`src/rtl/veerwolf_axi_pkg.sv`:
```
// Shared AXI constants, payload widths and buffer occupancy type
// for the register slice and its skid buffers.
package veerwolf_axi_pkg;

    localparam int ADDR_WIDTH  = 32;
    localparam int DATA_WIDTH  = 64;
    localparam int STRB_WIDTH  = 8;
    localparam int LEN_WIDTH   = 8;
    localparam int SIZE_WIDTH  = 3;
    localparam int BURST_WIDTH = 2;
    localparam int RESP_WIDTH  = 2;

    // W carries data, strobes and last; it has no ID.
    localparam int W_WIDTH = DATA_WIDTH + STRB_WIDTH + 1;

    function automatic int ax_width(input int id_width);
        return ADDR_WIDTH + LEN_WIDTH + SIZE_WIDTH + BURST_WIDTH + id_width;
    endfunction

    function automatic int b_width(input int id_width);
        return RESP_WIDTH + id_width;
    endfunction

    function automatic int r_width(input int id_width);
        return DATA_WIDTH + RESP_WIDTH + 1 + id_width;
    endfunction

    typedef enum logic [1:0] {
        OCC_EMPTY = 2'd0,
        OCC_ONE   = 2'd1,
        OCC_FULL  = 2'd2
    } occ_t;

endpackage

```
`src/rtl/axi_reg_slice_if.sv`:
```
// Upstream and downstream AXI signals of the register slice; the slave
// modport is the slice's own view, the master modport the environment's.
interface axi_reg_slice_if
    import veerwolf_axi_pkg::*;
#(
    parameter int ID_WIDTH = 1
);

    logic [ID_WIDTH-1:0]    i_awid;
    logic [ADDR_WIDTH-1:0]  i_awaddr;
    logic [LEN_WIDTH-1:0]   i_awlen;
    logic [SIZE_WIDTH-1:0]  i_awsize;
    logic [BURST_WIDTH-1:0] i_awburst;
    logic                   i_awvalid;
    logic                   o_awready;

    logic [ID_WIDTH-1:0]    i_arid;
    logic [ADDR_WIDTH-1:0]  i_araddr;
    logic [LEN_WIDTH-1:0]   i_arlen;
    logic [SIZE_WIDTH-1:0]  i_arsize;
    logic [BURST_WIDTH-1:0] i_arburst;
    logic                   i_arvalid;
    logic                   o_arready;

    logic [DATA_WIDTH-1:0]  i_wdata;
    logic [STRB_WIDTH-1:0]  i_wstrb;
    logic                   i_wlast;
    logic                   i_wvalid;
    logic                   o_wready;

    logic [ID_WIDTH-1:0]    o_bid;
    logic [RESP_WIDTH-1:0]  o_bresp;
    logic                   o_bvalid;
    logic                   i_bready;

    logic [ID_WIDTH-1:0]    o_rid;
    logic [DATA_WIDTH-1:0]  o_rdata;
    logic [RESP_WIDTH-1:0]  o_rresp;
    logic                   o_rlast;
    logic                   o_rvalid;
    logic                   i_rready;

    logic [ID_WIDTH-1:0]    o_m_awid;
    logic [ADDR_WIDTH-1:0]  o_m_awaddr;
    logic [LEN_WIDTH-1:0]   o_m_awlen;
    logic [SIZE_WIDTH-1:0]  o_m_awsize;
    logic [BURST_WIDTH-1:0] o_m_awburst;
    logic                   o_m_awvalid;
    logic                   i_m_awready;

    logic [ID_WIDTH-1:0]    o_m_arid;
    logic [ADDR_WIDTH-1:0]  o_m_araddr;
    logic [LEN_WIDTH-1:0]   o_m_arlen;
    logic [SIZE_WIDTH-1:0]  o_m_arsize;
    logic [BURST_WIDTH-1:0] o_m_arburst;
    logic                   o_m_arvalid;
    logic                   i_m_arready;

    logic [DATA_WIDTH-1:0]  o_m_wdata;
    logic [STRB_WIDTH-1:0]  o_m_wstrb;
    logic                   o_m_wlast;
    logic                   o_m_wvalid;
    logic                   i_m_wready;

    logic [ID_WIDTH-1:0]    i_m_bid;
    logic [RESP_WIDTH-1:0]  i_m_bresp;
    logic                   i_m_bvalid;
    logic                   o_m_bready;

    logic [ID_WIDTH-1:0]    i_m_rid;
    logic [DATA_WIDTH-1:0]  i_m_rdata;
    logic [RESP_WIDTH-1:0]  i_m_rresp;
    logic                   i_m_rlast;
    logic                   i_m_rvalid;
    logic                   o_m_rready;

    modport slave (
        input  i_awid, i_awaddr, i_awlen, i_awsize, i_awburst, i_awvalid,
        output o_awready,
        input  i_arid, i_araddr, i_arlen, i_arsize, i_arburst, i_arvalid,
        output o_arready,
        input  i_wdata, i_wstrb, i_wlast, i_wvalid,
        output o_wready,
        output o_bid, o_bresp, o_bvalid,
        input  i_bready,
        output o_rid, o_rdata, o_rresp, o_rlast, o_rvalid,
        input  i_rready,
        output o_m_awid, o_m_awaddr, o_m_awlen, o_m_awsize, o_m_awburst, o_m_awvalid,
        input  i_m_awready,
        output o_m_arid, o_m_araddr, o_m_arlen, o_m_arsize, o_m_arburst, o_m_arvalid,
        input  i_m_arready,
        output o_m_wdata, o_m_wstrb, o_m_wlast, o_m_wvalid,
        input  i_m_wready,
        input  i_m_bid, i_m_bresp, i_m_bvalid,
        output o_m_bready,
        input  i_m_rid, i_m_rdata, i_m_rresp, i_m_rlast, i_m_rvalid,
        output o_m_rready
    );

    modport master (
        output i_awid, i_awaddr, i_awlen, i_awsize, i_awburst, i_awvalid,
        input  o_awready,
        output i_arid, i_araddr, i_arlen, i_arsize, i_arburst, i_arvalid,
        input  o_arready,
        output i_wdata, i_wstrb, i_wlast, i_wvalid,
        input  o_wready,
        input  o_bid, o_bresp, o_bvalid,
        output i_bready,
        input  o_rid, o_rdata, o_rresp, o_rlast, o_rvalid,
        output i_rready,
        input  o_m_awid, o_m_awaddr, o_m_awlen, o_m_awsize, o_m_awburst, o_m_awvalid,
        output i_m_awready,
        input  o_m_arid, o_m_araddr, o_m_arlen, o_m_arsize, o_m_arburst, o_m_arvalid,
        output i_m_arready,
        input  o_m_wdata, o_m_wstrb, o_m_wlast, o_m_wvalid,
        output i_m_wready,
        output i_m_bid, i_m_bresp, i_m_bvalid,
        input  o_m_bready,
        output i_m_rid, i_m_rdata, i_m_rresp, i_m_rlast, i_m_rvalid,
        input  o_m_rready
    );

endinterface

```
`src/rtl/axi_reg_slice_skid_buf.sv`:
```
// Generic 2-entry skid buffer: both handshake outputs come straight from
// flops, so neither side sees a combinational path from the other.
module skid_buf
    import veerwolf_axi_pkg::*;
#(
    parameter int WIDTH = 8
) (
    input  logic             clk,
    input  logic             rst_n,
    input  logic             up_valid,
    output logic             up_ready,
    input  logic [WIDTH-1:0] up_data,
    output logic             dn_valid,
    input  logic             dn_ready,
    output logic [WIDTH-1:0] dn_data
);

    occ_t             occ;
    occ_t             occ_next;
    logic             ready_en;
    logic [WIDTH-1:0] head;
    logic [WIDTH-1:0] skid;
    logic             push;
    logic             pop;

    assign push = up_valid & up_ready;
    assign pop  = dn_valid & dn_ready;

    // ready_en holds readies low for one cycle after reset release.
    always_ff @(posedge clk or negedge rst_n) begin
        if (!rst_n) begin
            occ      <= OCC_EMPTY;
            ready_en <= 1'b0;
        end else begin
            occ      <= occ_next;
            ready_en <= 1'b1;
        end
    end

    always_comb begin
        occ_next = occ;
        case (occ)
            OCC_EMPTY: if (push) occ_next = OCC_ONE;
            OCC_ONE: begin
                if (push && !pop)      occ_next = OCC_FULL;
                else if (pop && !push) occ_next = OCC_EMPTY;
            end
            OCC_FULL:  if (pop) occ_next = OCC_ONE;
            default:   occ_next = OCC_EMPTY;
        endcase
    end

    always_comb begin
        up_ready = (occ != OCC_FULL) && ready_en;
        dn_valid = (occ != OCC_EMPTY);
        dn_data  = head;
    end

    // Payload flops carry no reset; their content only matters while occupied.
    always_ff @(posedge clk) begin
        case (occ)
            OCC_EMPTY: if (push) head <= up_data;
            OCC_ONE: begin
                if (push && pop) head <= up_data;
                else if (push)   skid <= up_data;
            end
            OCC_FULL:  if (pop) head <= skid;
            default: ;
        endcase
    end

endmodule

```
`src/rtl/axi_reg_slice.sv`:
```
// AXI register slice: five independent skid buffers, AW/AR/W toward the
// memory wrapper and B/R back toward the master.
module axi_reg_slice
    import veerwolf_axi_pkg::*;
#(
    parameter int ID_WIDTH = 1
) (
    input logic              clk,
    input logic              rst_n,
    axi_reg_slice_if.slave   bus
);

    localparam int AX_W = ax_width(ID_WIDTH);
    localparam int B_W  = b_width(ID_WIDTH);
    localparam int R_W  = r_width(ID_WIDTH);

    logic [AX_W-1:0]    aw_up;
    logic [AX_W-1:0]    aw_dn;
    logic [AX_W-1:0]    ar_up;
    logic [AX_W-1:0]    ar_dn;
    logic [W_WIDTH-1:0] w_up;
    logic [W_WIDTH-1:0] w_dn;
    logic [B_W-1:0]     b_up;
    logic [B_W-1:0]     b_dn;
    logic [R_W-1:0]     r_up;
    logic [R_W-1:0]     r_dn;

    assign aw_up = {bus.i_awid, bus.i_awaddr, bus.i_awlen, bus.i_awsize, bus.i_awburst};
    assign {bus.o_m_awid, bus.o_m_awaddr, bus.o_m_awlen, bus.o_m_awsize, bus.o_m_awburst} = aw_dn;

    assign ar_up = {bus.i_arid, bus.i_araddr, bus.i_arlen, bus.i_arsize, bus.i_arburst};
    assign {bus.o_m_arid, bus.o_m_araddr, bus.o_m_arlen, bus.o_m_arsize, bus.o_m_arburst} = ar_dn;

    assign w_up = {bus.i_wdata, bus.i_wstrb, bus.i_wlast};
    assign {bus.o_m_wdata, bus.o_m_wstrb, bus.o_m_wlast} = w_dn;

    // B and R enter from the memory side and leave toward the master.
    assign b_up = {bus.i_m_bid, bus.i_m_bresp};
    assign {bus.o_bid, bus.o_bresp} = b_dn;

    assign r_up = {bus.i_m_rid, bus.i_m_rdata, bus.i_m_rresp, bus.i_m_rlast};
    assign {bus.o_rid, bus.o_rdata, bus.o_rresp, bus.o_rlast} = r_dn;

    skid_buf #(.WIDTH(AX_W)) u_aw (
        .clk      (clk),
        .rst_n    (rst_n),
        .up_valid (bus.i_awvalid),
        .up_ready (bus.o_awready),
        .up_data  (aw_up),
        .dn_valid (bus.o_m_awvalid),
        .dn_ready (bus.i_m_awready),
        .dn_data  (aw_dn)
    );

    skid_buf #(.WIDTH(AX_W)) u_ar (
        .clk      (clk),
        .rst_n    (rst_n),
        .up_valid (bus.i_arvalid),
        .up_ready (bus.o_arready),
        .up_data  (ar_up),
        .dn_valid (bus.o_m_arvalid),
        .dn_ready (bus.i_m_arready),
        .dn_data  (ar_dn)
    );

    skid_buf #(.WIDTH(W_WIDTH)) u_w (
        .clk      (clk),
        .rst_n    (rst_n),
        .up_valid (bus.i_wvalid),
        .up_ready (bus.o_wready),
        .up_data  (w_up),
        .dn_valid (bus.o_m_wvalid),
        .dn_ready (bus.i_m_wready),
        .dn_data  (w_dn)
    );

    skid_buf #(.WIDTH(B_W)) u_b (
        .clk      (clk),
        .rst_n    (rst_n),
        .up_valid (bus.i_m_bvalid),
        .up_ready (bus.o_m_bready),
        .up_data  (b_up),
        .dn_valid (bus.o_bvalid),
        .dn_ready (bus.i_bready),
        .dn_data  (b_dn)
    );

    skid_buf #(.WIDTH(R_W)) u_r (
        .clk      (clk),
        .rst_n    (rst_n),
        .up_valid (bus.i_m_rvalid),
        .up_ready (bus.o_m_rready),
        .up_data  (r_up),
        .dn_valid (bus.o_rvalid),
        .dn_ready (bus.i_rready),
        .dn_data  (r_dn)
    );

endmodule

```
`src/flat_wrapper.sv`:
```
// flat-port wrapper written by rule: the top's interface ports become plain ports
module axi_reg_slice_flat import veerwolf_axi_pkg::*;
#(
    parameter int ID_WIDTH = 1
)
  (clk, rst_n, bus_i_awid, bus_i_awaddr, bus_i_awlen, bus_i_awsize, bus_i_awburst, bus_i_awvalid, bus_o_awready, bus_i_arid, bus_i_araddr, bus_i_arlen, bus_i_arsize, bus_i_arburst, bus_i_arvalid, bus_o_arready, bus_i_wdata, bus_i_wstrb, bus_i_wlast, bus_i_wvalid, bus_o_wready, bus_o_bid, bus_o_bresp, bus_o_bvalid, bus_i_bready, bus_o_rid, bus_o_rdata, bus_o_rresp, bus_o_rlast, bus_o_rvalid, bus_i_rready, bus_o_m_awid, bus_o_m_awaddr, bus_o_m_awlen, bus_o_m_awsize, bus_o_m_awburst, bus_o_m_awvalid, bus_i_m_awready, bus_o_m_arid, bus_o_m_araddr, bus_o_m_arlen, bus_o_m_arsize, bus_o_m_arburst, bus_o_m_arvalid, bus_i_m_arready, bus_o_m_wdata, bus_o_m_wstrb, bus_o_m_wlast, bus_o_m_wvalid, bus_i_m_wready, bus_i_m_bid, bus_i_m_bresp, bus_i_m_bvalid, bus_o_m_bready, bus_i_m_rid, bus_i_m_rdata, bus_i_m_rresp, bus_i_m_rlast, bus_i_m_rvalid, bus_o_m_rready);
  axi_reg_slice_if #(.ID_WIDTH(ID_WIDTH)) bus_i ();
  input logic clk;
  input logic rst_n;
  input wire logic [$bits(bus_i.i_awid)-1:0] bus_i_awid;
  input wire logic [$bits(bus_i.i_awaddr)-1:0] bus_i_awaddr;
  input wire logic [$bits(bus_i.i_awlen)-1:0] bus_i_awlen;
  input wire logic [$bits(bus_i.i_awsize)-1:0] bus_i_awsize;
  input wire logic [$bits(bus_i.i_awburst)-1:0] bus_i_awburst;
  input wire logic [$bits(bus_i.i_awvalid)-1:0] bus_i_awvalid;
  output wire logic [$bits(bus_i.o_awready)-1:0] bus_o_awready;
  input wire logic [$bits(bus_i.i_arid)-1:0] bus_i_arid;
  input wire logic [$bits(bus_i.i_araddr)-1:0] bus_i_araddr;
  input wire logic [$bits(bus_i.i_arlen)-1:0] bus_i_arlen;
  input wire logic [$bits(bus_i.i_arsize)-1:0] bus_i_arsize;
  input wire logic [$bits(bus_i.i_arburst)-1:0] bus_i_arburst;
  input wire logic [$bits(bus_i.i_arvalid)-1:0] bus_i_arvalid;
  output wire logic [$bits(bus_i.o_arready)-1:0] bus_o_arready;
  input wire logic [$bits(bus_i.i_wdata)-1:0] bus_i_wdata;
  input wire logic [$bits(bus_i.i_wstrb)-1:0] bus_i_wstrb;
  input wire logic [$bits(bus_i.i_wlast)-1:0] bus_i_wlast;
  input wire logic [$bits(bus_i.i_wvalid)-1:0] bus_i_wvalid;
  output wire logic [$bits(bus_i.o_wready)-1:0] bus_o_wready;
  output wire logic [$bits(bus_i.o_bid)-1:0] bus_o_bid;
  output wire logic [$bits(bus_i.o_bresp)-1:0] bus_o_bresp;
  output wire logic [$bits(bus_i.o_bvalid)-1:0] bus_o_bvalid;
  input wire logic [$bits(bus_i.i_bready)-1:0] bus_i_bready;
  output wire logic [$bits(bus_i.o_rid)-1:0] bus_o_rid;
  output wire logic [$bits(bus_i.o_rdata)-1:0] bus_o_rdata;
  output wire logic [$bits(bus_i.o_rresp)-1:0] bus_o_rresp;
  output wire logic [$bits(bus_i.o_rlast)-1:0] bus_o_rlast;
  output wire logic [$bits(bus_i.o_rvalid)-1:0] bus_o_rvalid;
  input wire logic [$bits(bus_i.i_rready)-1:0] bus_i_rready;
  output wire logic [$bits(bus_i.o_m_awid)-1:0] bus_o_m_awid;
  output wire logic [$bits(bus_i.o_m_awaddr)-1:0] bus_o_m_awaddr;
  output wire logic [$bits(bus_i.o_m_awlen)-1:0] bus_o_m_awlen;
  output wire logic [$bits(bus_i.o_m_awsize)-1:0] bus_o_m_awsize;
  output wire logic [$bits(bus_i.o_m_awburst)-1:0] bus_o_m_awburst;
  output wire logic [$bits(bus_i.o_m_awvalid)-1:0] bus_o_m_awvalid;
  input wire logic [$bits(bus_i.i_m_awready)-1:0] bus_i_m_awready;
  output wire logic [$bits(bus_i.o_m_arid)-1:0] bus_o_m_arid;
  output wire logic [$bits(bus_i.o_m_araddr)-1:0] bus_o_m_araddr;
  output wire logic [$bits(bus_i.o_m_arlen)-1:0] bus_o_m_arlen;
  output wire logic [$bits(bus_i.o_m_arsize)-1:0] bus_o_m_arsize;
  output wire logic [$bits(bus_i.o_m_arburst)-1:0] bus_o_m_arburst;
  output wire logic [$bits(bus_i.o_m_arvalid)-1:0] bus_o_m_arvalid;
  input wire logic [$bits(bus_i.i_m_arready)-1:0] bus_i_m_arready;
  output wire logic [$bits(bus_i.o_m_wdata)-1:0] bus_o_m_wdata;
  output wire logic [$bits(bus_i.o_m_wstrb)-1:0] bus_o_m_wstrb;
  output wire logic [$bits(bus_i.o_m_wlast)-1:0] bus_o_m_wlast;
  output wire logic [$bits(bus_i.o_m_wvalid)-1:0] bus_o_m_wvalid;
  input wire logic [$bits(bus_i.i_m_wready)-1:0] bus_i_m_wready;
  input wire logic [$bits(bus_i.i_m_bid)-1:0] bus_i_m_bid;
  input wire logic [$bits(bus_i.i_m_bresp)-1:0] bus_i_m_bresp;
  input wire logic [$bits(bus_i.i_m_bvalid)-1:0] bus_i_m_bvalid;
  output wire logic [$bits(bus_i.o_m_bready)-1:0] bus_o_m_bready;
  input wire logic [$bits(bus_i.i_m_rid)-1:0] bus_i_m_rid;
  input wire logic [$bits(bus_i.i_m_rdata)-1:0] bus_i_m_rdata;
  input wire logic [$bits(bus_i.i_m_rresp)-1:0] bus_i_m_rresp;
  input wire logic [$bits(bus_i.i_m_rlast)-1:0] bus_i_m_rlast;
  input wire logic [$bits(bus_i.i_m_rvalid)-1:0] bus_i_m_rvalid;
  output wire logic [$bits(bus_i.o_m_rready)-1:0] bus_o_m_rready;
  assign bus_i.i_awid = bus_i_awid;
  assign bus_i.i_awaddr = bus_i_awaddr;
  assign bus_i.i_awlen = bus_i_awlen;
  assign bus_i.i_awsize = bus_i_awsize;
  assign bus_i.i_awburst = bus_i_awburst;
  assign bus_i.i_awvalid = bus_i_awvalid;
  assign bus_o_awready = bus_i.o_awready;
  assign bus_i.i_arid = bus_i_arid;
  assign bus_i.i_araddr = bus_i_araddr;
  assign bus_i.i_arlen = bus_i_arlen;
  assign bus_i.i_arsize = bus_i_arsize;
  assign bus_i.i_arburst = bus_i_arburst;
  assign bus_i.i_arvalid = bus_i_arvalid;
  assign bus_o_arready = bus_i.o_arready;
  assign bus_i.i_wdata = bus_i_wdata;
  assign bus_i.i_wstrb = bus_i_wstrb;
  assign bus_i.i_wlast = bus_i_wlast;
  assign bus_i.i_wvalid = bus_i_wvalid;
  assign bus_o_wready = bus_i.o_wready;
  assign bus_o_bid = bus_i.o_bid;
  assign bus_o_bresp = bus_i.o_bresp;
  assign bus_o_bvalid = bus_i.o_bvalid;
  assign bus_i.i_bready = bus_i_bready;
  assign bus_o_rid = bus_i.o_rid;
  assign bus_o_rdata = bus_i.o_rdata;
  assign bus_o_rresp = bus_i.o_rresp;
  assign bus_o_rlast = bus_i.o_rlast;
  assign bus_o_rvalid = bus_i.o_rvalid;
  assign bus_i.i_rready = bus_i_rready;
  assign bus_o_m_awid = bus_i.o_m_awid;
  assign bus_o_m_awaddr = bus_i.o_m_awaddr;
  assign bus_o_m_awlen = bus_i.o_m_awlen;
  assign bus_o_m_awsize = bus_i.o_m_awsize;
  assign bus_o_m_awburst = bus_i.o_m_awburst;
  assign bus_o_m_awvalid = bus_i.o_m_awvalid;
  assign bus_i.i_m_awready = bus_i_m_awready;
  assign bus_o_m_arid = bus_i.o_m_arid;
  assign bus_o_m_araddr = bus_i.o_m_araddr;
  assign bus_o_m_arlen = bus_i.o_m_arlen;
  assign bus_o_m_arsize = bus_i.o_m_arsize;
  assign bus_o_m_arburst = bus_i.o_m_arburst;
  assign bus_o_m_arvalid = bus_i.o_m_arvalid;
  assign bus_i.i_m_arready = bus_i_m_arready;
  assign bus_o_m_wdata = bus_i.o_m_wdata;
  assign bus_o_m_wstrb = bus_i.o_m_wstrb;
  assign bus_o_m_wlast = bus_i.o_m_wlast;
  assign bus_o_m_wvalid = bus_i.o_m_wvalid;
  assign bus_i.i_m_wready = bus_i_m_wready;
  assign bus_i.i_m_bid = bus_i_m_bid;
  assign bus_i.i_m_bresp = bus_i_m_bresp;
  assign bus_i.i_m_bvalid = bus_i_m_bvalid;
  assign bus_o_m_bready = bus_i.o_m_bready;
  assign bus_i.i_m_rid = bus_i_m_rid;
  assign bus_i.i_m_rdata = bus_i_m_rdata;
  assign bus_i.i_m_rresp = bus_i_m_rresp;
  assign bus_i.i_m_rlast = bus_i_m_rlast;
  assign bus_i.i_m_rvalid = bus_i_m_rvalid;
  assign bus_o_m_rready = bus_i.o_m_rready;
  axi_reg_slice #(.ID_WIDTH(ID_WIDTH)) u_core (.clk(clk), .rst_n(rst_n), .bus(bus_i));
endmodule
```
`config.mk`:
```
export PLATFORM = sky130hd
export DESIGN_NAME = axi_reg_slice_flat
export DESIGN_NICKNAME = d
export VERILOG_FILES = /design/src/rtl/veerwolf_axi_pkg.sv /design/src/rtl/axi_reg_slice_if.sv /design/src/rtl/axi_reg_slice_skid_buf.sv /design/src/rtl/axi_reg_slice.sv /design/src/flat_wrapper.sv
export SDC_FILE = /design/constraint.sdc
export NUM_CORES = 1
export LEC_CHECK = 0
export ABC_AREA = 1
export ABC_CLOCK_PERIOD_IN_PS = 4700
export BUFFER_PORTS_ARGS = -buffer_cell sky130_fd_sc_hd__buf_2
export CORE_ASPECT_RATIO = 1.5
export CORE_MARGIN = 2
export CORE_UTILIZATION = 47
export DETAILED_ROUTE_END_ITERATION = 10
export HOLD_SLACK_MARGIN = 0.1
export PLACE_DENSITY = 0.73
export SYNTH_ARGS = -nofsm -noshare
export SYNTH_HDL_FRONTEND = slang
export SYNTH_SLANG_ARGS = --single-unit
export TNS_END_PERCENT = 10
```
`constraint.sdc`:
```
create_clock -name clk -period 4.7 [get_ports clk]
set_input_delay 0.94 -clock clk [delete_from_list [all_inputs] [get_ports clk]]
set_output_delay 0.94 -clock clk [all_outputs]
set_load 0.05 [all_outputs]
```
==> summary.txt, run 1 <==
Synthesis
  – Synthesis Warnings: 0
  – Mapped Nets: 1618
  – Top-area cell type share of the netlist area: 0.7841
  – Sequential share of the synthesized area: 0.7993
  – Largest area contributor in the netlist: edfxtp_1
  – Syn avg cell area: 13.28 µm²
  – Post-Syn Area: approximately 0.018 mm²
  – Mapped Cells: 1361
  – Distinct cell type count of the synthesized netlist: 19
  – Top cells by area, synth: edfxtp_1 (78%), nand2_1 (15%), dfrtp_1 (1.5%)
  – Yosys reg bits: 483

Timing
  – Fmax: 271.7 MHz
  – RSZ-0062 raised after global routing: false
  – Worst slew pin tran: roughly 960 ps
  – Tcrit/Tclk final: 0.7832
  – Final setup TNS: 0 ps
  – Clock Skew: 21.10 ps
  – Max-slew violations: 0
  – Hold Vio Cnt, Final: 0
  – Count of final setup violators: 0
  – Hold_ws: 317.7 ps
  – Post-route minimum period: 3681 ps
  – Worst slew margin: 0.3586

Worst setup path
  – CP Capture Point: bus_o_awready
  – Worst Setup Path Type: register to primary output
  – Startpoint types: register
  – Worst EP required: 3760 ps
  – Worst r2r src: u_core.u_r.occ[0]
  – Register-to-register setup slack: 1610 ps
  – Worst setup EP type: primary output
  – Worst-path fanout max: 50
  – Critical Path Source: u_core.u_aw.occ[0]
  – FF-to-FF End: u_core.u_r.dn_data[10]
  – Worst-case reg-to-reg path depth: 8
  – CP arrival: around 2700 ps

Clock tree
  – Clk root buf: clkbuf_16
  – Clk slew on worst S/H paths: 70 ps
  – CTS tree: yes
  – Clock Latency Late Sink: 550 ps
  – Sink Count: 483
  – Post-CTS Hold Buffers: 0
  – TritonCTS Buffers: 45
  – Post-CTS setup buffer count: 0
  – Post-CTS Resized: 0
  – H-tree depth: 2
  – CTS Buffer Depth: 3

Place
  – Number of buffers added on ports: just under 500
  – Post-Place Cells: 2312
  – Cell Area, Placed: 0.02092 mm²
  – Detailed Place HPWL: roughly 30000 µm
  – RD Place Congestion: 0.8666

Hold path
  – Type of the tightest min-delay check: input port to asynchronous set/reset pin

Route
  – Drt first pass iters: 5
  – Drt drc: 0
  – Drt wl/cell: 17.80 µm
  – Antenna viol nets, final: 0
  – Post-Route WL: 42830 µm
  – DR vias: 11705
  – Iteration-0 DRC Markers: around 1000
  – Vias per cell: 4.865

Final layout
  – Layout cell share with drive strength beyond 1: 0.3130
  – Nets: 2121
  – Layout Cells excl Fill: 2406
  – Final Cell Area: 0.02244 mm²
  – Synth-to-Final Area Change: 24.13%

Floorplan
  – Die span in y: 244.2 µm
  – Row cnt: 88
  – Starting Density: 0.4731
  – Die W: 164.1 µm
  – Die ar.: 0.04008 mm²
  – IO Count: 494
  – Core Region: approximately 0.038 mm²

Global routing
  – Largest net degree at the start of global routing: 71
  – First-pass GRT wire length: 62870 µm
  – Antenna violations before repair: 15
  – Gr usage total: 0.2066
  – Vias in the first global route: 11629
  – Grt total ovfl: 0

Run status
  – Status: completed

Power and ir drop
  – Pwr dens: about 650 mW/mm²
  – Cell leakage power: a little under 10 nW
  – Tot Pwr: roughly 15 mW
  – Worst VDD drop: about 0.00046 V

Flow run
  – MaxCap Viol Count: 0
state kept, by name (all words and copies together) (netlist names), 2 cells and up:
signal	flops
u_core.u_aw.occ	2
u_core.u_ar.dn_data	46
u_core.u_b.skid	3
u_core.u_aw.skid	46
u_core.u_b.occ	2
u_core.u_w.dn_data	73
u_core.u_r.dn_data	68
u_core.u_r.skid	68
u_core.u_b.dn_data	3
u_core.u_w.skid	73
u_core.u_ar.skid	46
u_core.u_aw.dn_data	46
u_core.u_w.occ	2
u_core.u_r.occ	2
u_core.u_ar.occ	2
cells in the final DEF (no fill, tap or decap), drive strengths merged, types with 9 or more instances in the layout:
master	n
nand2	733
buf	506
edfxtp	472
clkbuf	59
inv	42
nor2	24
clkinv	16
dfrtp	11
diode	10
a21oi	9
ha	9
synthesized netlist by cell type:
cell	count
nand2_1	729
edfxtp_1	472
inv_1	31
nor2_1	24
buf_4	18
buf_2	17
buf_6	15
dfrtp_1	11
a21oi_1	9
ha_1	9
inv_2	8
nand3_1	6
nand2_2	3
o31ai_1	3
nand4_1	2
conb_1	1
nand2_4	1
nor3_1	1
o21ai_0	1
logic make-up (layout without fill, tap and decap cells):
family | count (synthesis) | after routing | synth area share
buffers and inverters | 89 | 629 | 0.02962
AOI/OAI and AO/OA | 13 | 13 | 0.004014
adders and majority gates | 9 | 9 | 0.006229
DFF | 483 | 483 | 0.7993
and+or+nand+nor | 766 | 766 | 0.1606
other | 1 | 11 | 0.0002074
per-stage QoR:
stage,worst slack [ps],utilization
after floorplan,-36.77,-
after global placement,1612,0.5474
after detailed placement,1527,0.5474
after CTS,942.4,0.5867
after global routing,761.7,0.5873
final,1019,0.5873
worst max-delay path, stage by stage (launching register included):
cell and delay, ps:
dfrtp_1 380, inv_2 70, nand2_2 670, inv_2 570, nor2_1 230, buf_2 290
where the power goes:
part	switching (mW)	internal (mW)	leakage (nW)
Combinational	3.89	0.774	4.41
Clock	1.56	2.11	0.733
Sequential	0.298	6.02	4.53
worst min-delay path by stage:
stage                          to
2_1_floorplan  u_core.u_aw.occ[1]
3_3_place_gp   u_core.u_aw.occ[1]
3_5_place_dp   u_core.u_aw.occ[1]
4_1_cts         u_core.u_b.occ[1]
5_1_grt         u_core.u_b.occ[0]
6_report        u_core.u_b.occ[0]
cell type report:
cell class / instances / area (µm²)
Clock buffer: 59 / 1251
Clock inverter: 25 / 247.7
Fill cell: 3034 / 15770
Sequential cell: 483 / 14450
Timing Repair Buffer: 506 / 2565
Antenna cell: 10 / 25.02
Multi-Input combinational cell: 789 / 3136
Inverter: 39 / 146.4
Tap cell: 495 / 619.3
routing by layer:
| layer | GRT usage | up-vias | share of wire |
|---|---|---|---|
| met5 | 0 | - | 0.0014 |
| met4 | 0.1148 | 10 | 0.049 |
| met3 | 0.05444 | 125 | 0.076 |
| met2 | 0.3542 | 482 | 0.52 |
| met1 | 0.2320 | 5509 | 0.36 |
| li1 | - | 5579 | - |
Note: power is estimated with default switching activity, not from simulation.
==> inputs of run 2 (changes only) <==
--- a/config.mk
+++ b/config.mk
@@ -6,14 +6,14 @@
 export NUM_CORES = 1
 export LEC_CHECK = 0
 export ABC_AREA = 1
-export ABC_CLOCK_PERIOD_IN_PS = 4700
+export ABC_CLOCK_PERIOD_IN_PS = 3760
 export BUFFER_PORTS_ARGS = -buffer_cell sky130_fd_sc_hd__buf_2
 export CORE_ASPECT_RATIO = 1.5
 export CORE_MARGIN = 2
-export CORE_UTILIZATION = 47
+export CORE_UTILIZATION = 50
 export DETAILED_ROUTE_END_ITERATION = 10
 export HOLD_SLACK_MARGIN = 0.1
-export PLACE_DENSITY = 0.73
+export PLACE_DENSITY = 0.74
 export SYNTH_ARGS = -nofsm -noshare
 export SYNTH_HDL_FRONTEND = slang
 export SYNTH_SLANG_ARGS = --single-unit
==> constraint.sdc (replaced) <==
create_clock -name clk -period 3.76 [get_ports clk]
set_input_delay 0.752 -clock clk [delete_from_list [all_inputs] [get_ports clk]]
set_output_delay 0.752 -clock clk [all_outputs]
set_load 0.05 [all_outputs]
==> summary.txt, run 2 (same netlist as run 1, synthesis figures left out) <==
Run status
  – Status: completed

Final layout
  – Area of the multi-input gates: 0.003136 mm²
  – Layout cell share with drive strength beyond 1: 0.3109
  – Nets: around 2100
  – Final Cell Area: 0.02242 mm²
  – Commonest non-fill, non-tap cell in the layout: nand2_1
  – Commonest non-fill, non-tap cells in the layout: nand2_1 (729), buf_2 (493), edfxtp_1 (472)
  – Filler cells: 2731
  – Seq. cell area: 0.01445 mm²
  – Synth-to-Final Area Change: 24.02%
  – Layout Cells excl Fill: 2392

Clock tree
  – Post-CTS Hold Buffers: 0
  – Post-CTS setup buffer count: 0
  – Post-CTS Resized: 0
  – CTS Buffer Depth: 3
  – Sink Count: 483
  – Clk slew on worst S/H paths: 60 ps
  – Clk root buf: clkbuf_16
  – TritonCTS Buffers: 44
  – H-tree depth: 2
  – Clock Latency Late Sink: 550 ps
  – CTS tree: yes

Timing
  – Post-route minimum period: 3208 ps
  – Worst slew margin: 0.4085
  – Hold Vio Cnt, Final: 0
  – Tcrit/Tclk final: 0.8531
  – Hold_ws: 116.3 ps
  – Worst slew pin tran: a little under 900 ps
  – Count of final setup violators: 0
  – RSZ-0062 raised after global routing: false
  – Clock Skew: approximately 24 ps
  – Fmax: 311.8 MHz
  – Max-slew violations: 0

Worst setup path
  – Worst EP required: 3010 ps
  – Worst r2r src: u_core.u_ar.occ[0]
  – Worst path most repeated cell: inv_2
  – Worst-case reg-to-reg path depth: 7
  – Worst Setup Path Type: register to primary output
  – Worst-path fanout max: 30
  – Slowest-stage cell, CP: inv_2
  – Register-to-register setup slack: 980 ps
  – Cell chain of the critical path: inv_2 > nand2_2 > inv_2 > buf_4 > nor2_1 > buf_2
  – CP arrival: 2460 ps
  – Worst setup EP type: primary output
  – Startpoint types: register
  – FF-to-FF End: u_core.u_ar.dn_data[5]
  – CP max stage delay: approximately 490 ps

Route
  – Antenna viol nets, final: 0
  – DR vias: around 12000
  – Drt first pass iters: 6
  – Post-Route WL: 42090 µm
  – Vias per cell: 4.881
  – Drt wl/cell: between 15 and 20 µm
  – Iteration-0 DRC Markers: roughly 1000
  – Drt drc: 0

Power and ir drop
  – Tot Pwr: 18.20 mW
  – Cell leakage power: 9.669 nW
  – Worst VDD drop: 0.0005374 V
  – Pwr dens: a little over 800 mW/mm²

Place
  – Cell Area, Placed: 0.02095 mm²
  – Number of buffers added on ports: 493
  – RD Place Congestion: 0.8394
  – Detailed Place HPWL: 29760 µm
  – Post-Place Cells: 2299

Floorplan
  – Die ar.: about 0.038 mm²
  – Core Region: 0.03573 mm²
  – Die span in y: between 200 and 250 µm
  – Die W: 159.3 µm
  – IO Count: 494
  – Row cnt: 85
  – Starting Density: 0.5059

Global routing
  – Antenna violations before repair: 17
  – Gr usage total: 0.2166
  – Largest net degree at the start of global routing: 75
  – First-pass GRT wire length: approximately 63000 µm
  – Grt total ovfl: 0
  – Vias in the first global route: between 10000 and 15000

Hold path
  – Type of the tightest min-delay check: input port to asynchronous set/reset pin

Flow run
  – MaxCap Viol Count: 0
==> run 2: changes by cell type in the layout (fill, tap and decap cells not counted) <==
cell        previous run  this run
inv_6                  2         0
clkbuf_1               9        10
buf_12                 0         2
clkinv_4               3         0
inv_2                 10         9
clkbuf_16             47        46
diode_2               10        13
inv_8                  1         0
clkinv_1               6         9
clkinvlp_4             2         1
buf_4                 13        15
clkinv_8               0         1
==> run 2: final cells by class <==
cell class,count,area share
clock buffers,59,0.05486
clock inverters,21,0.009320
flip-flops and latches,483,0.6445
multi-input cells,789,0.1399
inverters,39,0.006529
repair buffers,510,0.1169
diodes,13,0.001451
well taps,478,0.02668
==> run 2: worst max path at each step <==
stage                                   from                      end  slack (ps)
after floorplan                bus_i_awvalid      u_core.u_aw.skid[0]        -790
after global placement    u_core.u_ar.occ[0]  u_core.u_ar.dn_data[36]        1100
after detailed placement  u_core.u_ar.occ[0]   u_core.u_ar.dn_data[0]         940
after CTS                 u_core.u_ar.occ[0]            bus_o_arready         510
after global routing      u_core.u_ar.occ[0]            bus_o_arready         380
final                     u_core.u_ar.occ[0]            bus_o_arready         550
==> run 2: stage by stage <==
step | util | setup WS (ps) | TNS [ps]
floorplan | - | -788.8 | -131010
global placement | 0.5862 | 1098 | 0
detailed placement | 0.5862 | 942.8 | 0
CTS | 0.6265 | 512.4 | 0
global route | 0.6273 | 382.0 | 0
finish | 0.6274 | 552.3 | 0
==> run 2: metal layers <==
| metal | up-vias | part of all wire | GRT usage |
|---|---|---|---|
| li1 | 5588 | - | - |
| met1 | 5467 | 0.36 | 0.2432 |
| met2 | 506 | 0.52 | 0.3848 |
| met3 | 107 | 0.077 | 0.05395 |
| met4 | 8 | 0.044 | 0.1066 |
| met5 | - | 0.0010 | 0 |
==> run 2: power breakdown <==
part	total [mW]	leakage, nW	internal, mW	switching [mW]
logic	5.83	4.44	0.992	4.84
clock network	4.45	0.704	2.57	1.88
registers	7.91	4.53	7.53	0.384
==> run 2: worst max-delay path, delay by kind of cell (launching register included) <==
| kind | cells | cell delay [ps] |
|---|---|---|
| buffers and inverters | 4 | 1120 |
| flip-flops | 1 | 400 |
| AND/OR/NAND/NOR | 2 | 370 |
==> inputs of run 3 (changes only) <==
--- a/config.mk
+++ b/config.mk
@@ -13,7 +13,7 @@
 export CORE_UTILIZATION = 50
 export DETAILED_ROUTE_END_ITERATION = 10
 export HOLD_SLACK_MARGIN = 0.1
-export PLACE_DENSITY = 0.74
+export PLACE_DENSITY_LB_ADDON = 0.1
 export SYNTH_ARGS = -nofsm -noshare
 export SYNTH_HDL_FRONTEND = slang
 export SYNTH_SLANG_ARGS = --single-unit
==> summary.txt, run 3 (same netlist as run 1, synthesis figures left out) <==
Run status
  – Status: completed

Clock tree
  – Post-CTS setup buffer count: 0
  – H-tree depth: 2
  – Clock Latency Late Sink: 550 ps
  – Post-CTS Resized: 0
  – CTS Buffer Depth: 3
  – TritonCTS Buffers: 44
  – CTS tree: yes
  – Clk root buf: clkbuf_16
  – Clk slew on worst S/H paths: around 60 ps
  – Sink Count: 483

Route
  – Iteration-0 DRC Markers: approximately 900
  – Antenna viol nets, final: 0
  – Post-Route WL: 42850 µm
  – Vias per cell: about 4.8
  – DR vias: 11576
  – Drt wl/cell: approximately 18 µm
  – Drt drc: 0
  – Drt first pass iters: 5

Place
  – RD Place Congestion: around 0.83
  – Number of buffers added on ports: 493
  – Detailed Place HPWL: 29660 µm

Timing
  – Count of final setup violators: 0
  – RSZ-0062 raised after global routing: false
  – Clock Skew: 16.33 ps
  – Post-route minimum period: 3182 ps
  – Fmax: 314.3 MHz
  – Worst slew pin tran: just over 800 ps
  – Tcrit/Tclk final: 0.8462
  – Max-slew violations: 0
  – Hold Vio Cnt, Final: 0
  – Worst slew margin: 0.4456

Worst setup path
  – Worst Setup Path Type: register to primary output
  – Worst r2r src: u_core.u_w.occ[0]
  – FF-to-FF End: u_core.u_w.skid[42]
  – Worst-case reg-to-reg path depth: 8
  – Cell chain of the critical path: inv_2 > nand2_4 > inv_2 > buf_4 > nor2_1 > buf_2
  – CP max stage delay: 530 ps
  – Slowest-stage cell, CP: buf_4
  – Worst-path fanout max: 55
  – Critical Path Source: u_core.u_r.occ[0]
  – CP Capture Point: bus_o_m_rready
  – Worst EP required: between 3000 and 4000 ps
  – Worst path most repeated cell: inv_2
  – Startpoint types: register
  – Register-to-register setup slack: 1250 ps
  – CP arrival: 2430 ps
  – Worst setup EP type: primary output

Power and ir drop
  – Comb power frac: 0.322
  – Seq pwr share: 0.434
  – Tot Pwr: 18.22 mW
  – Pwr dens: 812.2 mW/mm²
  – Worst VDD drop: 0.0005168 V
  – Cell leakage power: 9.671 nW
  – Clk pwr share: 0.244
  – Switching Fraction: 0.3924
  – Int Pwr: around 11 mW
  – Sw Pwr: slightly above 7 mW

Global routing
  – Gr usage total: 0.2217
  – Grt total ovfl: 0
  – Largest net degree at the start of global routing: 69
  – Antenna violations before repair: 14
  – Vias in the first global route: 11423
  – First-pass GRT wire length: roughly 64000 µm

Final layout
  – Commonest non-fill, non-tap cell in the layout: nand2_1
  – Core Util, Final: 0.6276
  – Commonest non-fill, non-tap cells in the layout: nand2_1 (729), buf_2 (493), edfxtp_1 (472)
  – Layout cell share with drive strength beyond 1: 0.3111
  – Nets: roughly 2100
  – Synth-to-Final Area Change: 24.06%

Flow run
  – MaxCap Viol Count: 0

Floorplan
  – IO Count: approximately 490
  – Die W: 159.3 µm
  – Die span in y: approximately 240 µm
  – Die ar.: 0.03772 mm²
  – Core Region: 0.03573 mm²
  – Starting Density: 0.5059
  – Row cnt: 85

Hold path
  – Worst hold start: bus_i_wdata[2]
  – Type of the tightest min-delay check: input port to register
==> run 3: power by group through the flow <==
stage	clock, mW	combinational [mW]	sequential (mW)
after global routing	4.72	6.18	8.00
final	4.45	5.86	7.90
after global placement	0	5.85	8.00
after CTS	4.55	5.91	7.92
after floorplan	0	1.34	11.0
after detailed placement	0	5.91	8.01
==> run 3: final cells by class <==
class                           instances  area [µm²]
Tap cell                              478       598.1
Sequential cell                       483       14450
Timing Repair Buffer                  511        2655
Inverter                               39       146.4
Antenna cell                            7       17.52
Clock buffer                           50        1145
Multi-Input combinational cell        789        3136
Fill cell                            2877       13310
Clock inverter                         31       280.3
==> run 3: repair_timing <==
item	CTS	global route
endpoints found under the setup margin	0	0
hold buffers	1	0
endpoints found under the hold margin	8	0
==> run 3: how the worst min path moves through the flow <==
stage | end | slack, ps | cells past startpoint
2_1_floorplan | u_core.u_ar.occ[0] | 460 | 0
3_3_place_gp | u_core.u_aw.occ[1] | 470 | 1
3_5_place_dp | u_core.u_aw.occ[1] | 490 | 1
4_1_cts | u_core.u_w.skid[49] | 350 | 1
5_1_grt | u_core.u_w.skid[11] | 360 | 1
6_report | u_core.u_w.skid[11] | 380 | 1
==> run 3: metrics by stage <==
stage                     hold slack, ps  setup TNS (ps)  std cells  setup WS, ps  area, µm²
after floorplan                    456.4         -131010       1361        -788.8      18080
after global placement             471.6               0       2299          1155      20970
after detailed placement           493.5               0       2299          1136      20970
after CTS                          346.4               0       2381         539.4      22410
after global routing               356.4               0       2387         399.9      22420
final                              382.6               0       2388         578.2      22430
==> run 3: worst max-delay path, delay by kind of cell, from the launching register on <==
kind / cells / cell delay [ps]
buffers and inverters: 4 / 1160
DFF: 1 / 400
and+or+nand+nor: 2 / 290
==> run 3: routing by layer <==
metal	share of wire	global-route usage	up-vias
met1	0.37	0.2614	5391
met4	0.041	0.09587	12
li1	-	-	5579
met2	0.51	0.3837	491
met5	0.0019	0	-
met3	0.081	0.05956	103
